$ cat config.mk
export PLATFORM = sky130hd
export DESIGN_NAME = hex_message_scroller
export DESIGN_NICKNAME = d
export VERILOG_FILES = /design/src/rtl/hex_message_scroller.sv
export SDC_FILE = /design/constraint.sdc
export NUM_CORES = 1
export LEC_CHECK = 0
export CORE_MARGIN = 1.5
export CORE_UTILIZATION = 61
export DETAILED_ROUTE_END_ITERATION = 8
export PLACE_DENSITY = 0.81
export SLEW_MARGIN = 0
export SYNTH_ARGS = -nofsm -noshare
export SYNTH_HDL_FRONTEND = slang
export SYNTH_SLANG_ARGS = --single-unit
$ cat constraint.sdc
create_clock -name clk -period 5.8 [get_ports clk]
set_input_delay 1.74 -clock clk [delete_from_list [all_inputs] [get_ports clk]]
set_output_delay 1.74 -clock clk [all_outputs]
set_load 0.01 [all_outputs]
$ cat src/rtl/hex_message_scroller.sv
// Purpose : holds a 16-nibble message and drives a scrolling 4-digit window (hex3 leftmost).
// Latency : pos/wrap update at the advancing edge; hex3..hex0 follow one cycle later.
// Backpres: none; the display driver consumes the outputs every cycle, writes are never stalled.
//
// Ports:
//   clk, reset            rising-edge clock, asynchronous active-high reset
//   wr_en/wr_addr/wr_data  absolute message slot write (independent of pos)
//   run                   1 = automatic scroll every PRESCALE cycles, 0 = paused
//   step                  manual single advance, only honoured while run = 0
//   dir                   0 = pos increments, 1 = pos decrements
//   hex3..hex0            window digits msg[pos..pos+3] (modulo 16)
//   pos                   current window start index
//   wrap                  one-cycle pulse after pos wraps 15->0 or 0->15
module hex_message_scroller #(
    parameter int PRESCALE = 50000000,
    parameter int CNT_W    = 26
) (
    input  logic       clk,
    input  logic       reset,
    input  logic       wr_en,
    input  logic [3:0] wr_addr,
    input  logic [3:0] wr_data,
    input  logic       run,
    input  logic       step,
    input  logic       dir,
    output logic [3:0] hex3,
    output logic [3:0] hex2,
    output logic [3:0] hex1,
    output logic [3:0] hex0,
    output logic [3:0] pos,
    output logic       wrap
);

    localparam logic [CNT_W-1:0] CNT_LAST = CNT_W'(PRESCALE - 1);
    localparam logic [CNT_W-1:0] CNT_ONE  = CNT_W'(1);

    logic [3:0]       msg [16];
    logic [CNT_W-1:0] cnt;

    logic       advance;
    logic       at_wrap_edge;
    logic [3:0] pos_next;
    logic [3:0] idx1;
    logic [3:0] idx2;
    logic [3:0] idx3;

    always_comb begin
        // The prescaler is the only advance source while running; step only counts when paused.
        advance      = run ? (cnt == CNT_LAST) : step;
        pos_next     = dir ? (pos - 4'd1) : (pos + 4'd1);
        at_wrap_edge = dir ? (pos == 4'd0) : (pos == 4'd15);
        // 4-bit sums wrap naturally, giving the circular window.
        idx1         = pos + 4'd1;
        idx2         = pos + 4'd2;
        idx3         = pos + 4'd3;
    end

    // Message store: every slot has a reset value, so this stays in flops.
    always_ff @(posedge clk or posedge reset) begin
        if (reset) begin
            for (int i = 0; i < 16; i++) begin
                msg[i] <= 4'(i);
            end
        end else if (wr_en) begin
            msg[wr_addr] <= wr_data;
        end
    end

    // Prescaler holds (not clears) while paused so a resume continues the interval.
    always_ff @(posedge clk or posedge reset) begin
        if (reset) begin
            cnt <= '0;
        end else if (run) begin
            cnt <= (cnt == CNT_LAST) ? '0 : (cnt + CNT_ONE);
        end
    end

    always_ff @(posedge clk or posedge reset) begin
        if (reset) begin
            pos  <= 4'd0;
            wrap <= 1'b0;
        end else begin
            wrap <= advance && at_wrap_edge;
            if (advance) begin
                pos <= pos_next;
            end
        end
    end

    // Window is sampled from pre-edge pos/msg, hence the one-cycle lag behind pos and writes.
    always_ff @(posedge clk or posedge reset) begin
        if (reset) begin
            hex3 <= 4'd0;
            hex2 <= 4'd1;
            hex1 <= 4'd2;
            hex0 <= 4'd3;
        end else begin
            hex3 <= msg[pos];
            hex2 <= msg[idx1];
            hex1 <= msg[idx2];
            hex0 <= msg[idx3];
        end
    end

endmodule

==> results.md <==
- Relative to the synthesized area, the layout overhead comes to 9.19%.
- For this run, the number of Yosys warnings is 0.
- The final layout contains routed wiring with a total length of 15700 um.
- Dividing the detail-routed wire length by the instance count gives 22.8 um.
- The delay of the slowest cell on the worst path is 0.97 ns.
- The kind of capture point of the worst setup path is a primary output.
- The most instantiated flip-flop cell in the synthesis netlist is dfrtp_1.
- Sorting the synthesized cells by area gives the leading types as dfrtp_1 (28%), mux4_2 (19%), dfstp_2 (14%).
- The completed layout was analyzed and its total power is 3.86 mW.
- The final max-slew violation count is 0.
- Timing would allow up to 263 MHz.
- The cell area after placement is 7150 sq um.
- The total DRC errors in the routed layout is 0.
- The area share of the leading cell type in the synthesized netlist is 27.8%.
- The post-cts resize count is 0.
- Yosys mapped a number of flops with a built-in enable equal to 0.
- At the pin with the least slew margin, the transition time is 0.943 ns.
- Detailed placement finished with a half-perimeter wire length of 11200 um.
- For this design, the sink count on the clock tree is 111.
- After technology mapping, the gate count stands at 527.
- The kind of cell with the highest combined delay along the critical path is flip-flops.
- Setup total negative slack on the finished layout was measured at 0 ns.
- The total nets after synthesis is 550.
- The post-CTS clock slew at the launch and capture registers of the worst setup and hold paths is 0.10 ns.
- The portion of total power attributed to the clock network is 12.8%.
- Counting flops and latches in the post-synthesis netlist gives 111.
- Max-cap violations in this run came to 0.
- The number of antenna diodes is 0.
- The root buffer selected by CTS is clkbuf_8.
- The fill cell total of the finished layout is 759.
- The count of input and output buffers is 34.
- The die is 108 um wide.
- The number of hold violations in the final report is 0.
- For this run the aggregate overflow at the end of global routing stands at 0.
- Walking the worst path, the cells encountered are clkdlybuf4s50_1.
- The area of the mapped netlist is 6740 sq um.
- The number of nets at the end of the flow is 566.
- Sequential cells account for 33.2% of the total power.
- The critical path data arrival time is 2.06 ns.
- Counting distinct cell types in the post-synthesis netlist gives 51.
- The via count of the first global-routing pass was 4678.
- The class of the most critical setup path is reg2out.
- The via density per instance is 6.94.
- The power density over the cells is 524 nW/um^2.
- The top fanout value on the critical path is 21.
- The combinational cell fraction of total power is 54.0%.
- For this design, the CTS-stage hold fixing added 0 buffers.
- The number of buffers inserted to repair setup after CTS is 0.
- Hold timing on the final database bottoms out at a slack of 0.509 ns.
- The finished cells cover 7360 sq um.
- The analysis attributes to cell leakage a power of 2.87 nW.
- Headroom to the max-slew limit came out at 37.1%.
- Of the cells placed in the final design, the portion with a size suffix greater than 1 is 31.9%.
- The total area inside the core boundary comes to 10800 sq um.
- The TritonCTS clock tree is yes.
- The congestion estimate from routability-driven global placement came to 0.930.
- For this run, the register share of the synthesized area comes to 41.9%.
- The worst slack at placement is 1.92 ns.
- On the final layout, the worst clock skew is 0.0120 ns.
- Detailed routing inserted a total of 4778 vias.
- Setup repair after global routing left no endpoint under its margin.
- The library cell contributing the largest single delay on the critical path is dfrtp_1.
- In the finished design, the share of the clock period the worst path needs comes to 65.5%.
- In the layout the commonest cells are dfrtp_1 (74), mux4_2 (56), mux2_2 (55).
- The worst hold-check path type is reg2reg.
- The startpoint class of the critical path is a register.
- Entering global routing, the biggest net connects 79 pins.
- The net switching fraction of the power is 39.1%.
- The most frequent standard cell in the layout excluding fill and tap cells is dfrtp_1.
- The fraction of the core area covered by cells at the end of the flow is 68.2%.
- A synthesized cell averages 12.8 sq um.
- The boundary pin count is 35.
- The critical path data required time is 4.06 ns.
- The number of rows in the core area is 38.
- The remaining number of nets flagged by the antenna check after routing is 0.
- The switching component of the power is 1.51 mW.
- The overall track demand over capacity in global routing is 29.7%.
- Internal power comes to 2.35 mW.
- The first global-routing pass estimated 25600 um of wire.
- For the finished layout, the period the worst path requires is 3.80 ns.
- In this run, CTS created clock tree buffers numbering 9.
- Setup violations remaining at the end of the flow were counted as 0.
- The count of cells in the finished layout, fillers not included, comes to 688.
- Together, buffers and inverters on the worst path number 1.
- No sink is reached through more buffers than the 2 on the longest clock path.
- The worst-case IR drop observed on VDD is 0.000299 V.
- The die area is 11700 sq um.
- The pre-antenna-repair detailed-routing pass consisted of 5 iterations.
- The largest area contributor in the netlist is dfrtp_1.
- The starting density of the core is 62.5%.
- The floorplan step set the die height to 108 um.
- The number of cells in the design after placement is 672.
- After the first detailed-routing iteration, the DRC count stood at 451.
- The number of antenna violations at the first check in global routing is 0.
- Setup slack on the critical path of the routed design comes to 2.00 ns.
- The clock tree synthesis step divided the H-tree into 3 levels.
- The share of flip-flops with an asynchronous set or reset is 100%.
- The latest clock arrival within the worst-skew pair is 0.40 ns.
- The run finished with clean final reports.
## cells by family (layout without fill, tap and decap cells)
kind of cell | Yosys count | after routing | synth area share (%)
AOI/OAI and AO/OA | 57 | 57 | 5.70
xor gates and xnor gates | 21 | 21 | 2.73
adders and majority gates | 9 | 9 | 1.67
buffers and inverters | 43 | 64 | 2.69
DFF | 111 | 111 | 41.9
muxes | 150 | 150 | 33.9
and+or+nand+nor | 136 | 136 | 11.5
## power by group through the flow
stage / registers (mW) / logic [mW] / clock network (mW)
3_3_place_gp: 1.26 / 2.02 / 0
3_5_place_dp: 1.29 / 2.06 / 0
4_1_cts: 1.27 / 2.07 / 0.502
6_report: 1.28 / 2.08 / 0.493
2_1_floorplan: 1.19 / 1.57 / 0
5_1_grt: 1.31 / 2.24 / 0.537
## state kept, by name, summed over array words and instances (netlist names)
register and count:
cnt 26, msg 64, hex1 4, hex3 4
hex2 4, hex0 4, wrap 1, pos 4
## cell type report
| class | instances | area [sq um] | share of cell area, % |
|---|---|---|---|
| clock buffers | 12 | 155 | 2.11 |
| inverters | 9 | 36.3 | 0.493 |
| repair buffers | 39 | 378 | 5.13 |
| flip-flops and latches | 111 | 2830 | 38.4 |
| well taps | 140 | 175 | 2.38 |
| clock inverters | 4 | 52.6 | 0.714 |
| multi-input cells | 373 | 3740 | 50.8 |
## path summary, 6_finish.rpt
check,from,to,slack (ns),cells after the start
min reg2reg,cnt[24]$_DFFE_PP0P_,cnt[24]$_DFFE_PP0P_,0.51,1
max,pos[2]$_DFFE_PP0P_,pos[2],2.00,1
min,cnt[24]$_DFFE_PP0P_,cnt[24]$_DFFE_PP0P_,0.51,1
max reg2reg,pos[2]$_DFFE_PP0P_,hex1[3]$_DFF_PP0_,2.91,5
max in group asynchronous,reset,msg[16]$_DFFE_PP1P_,2.88,3
min in group asynchronous,reset,msg[41]$_DFFE_PP0P_,1.90,2
## cells in the mapped netlist (all sizes together) (10+ instances only)
| cell type | count |
|---|---|
| mux4 | 56 |
| nand3 | 14 |
| buf | 15 |
| a21oi | 16 |
| or3 | 11 |
| clkbuf | 19 |
| nand2 | 30 |
| nor2 | 16 |
| mux2i | 29 |
| xor2 | 10 |
| dfstp | 36 |
| xnor2 | 11 |
| dfrtp | 75 |
| mux2 | 65 |
| nand4 | 15 |
| a211oi | 12 |
| nor2b | 11 |
## per-layer routing
layer	up-vias	part of all wire, %	track usage [%]
li1	2055	-	-
met1	2422	39	39.3
met2	261	49	46.7
met3	40	9.0	8.62
met4	0	2.9	11.4
met5	-	0	0
Power figures use the tool's default switching activity.
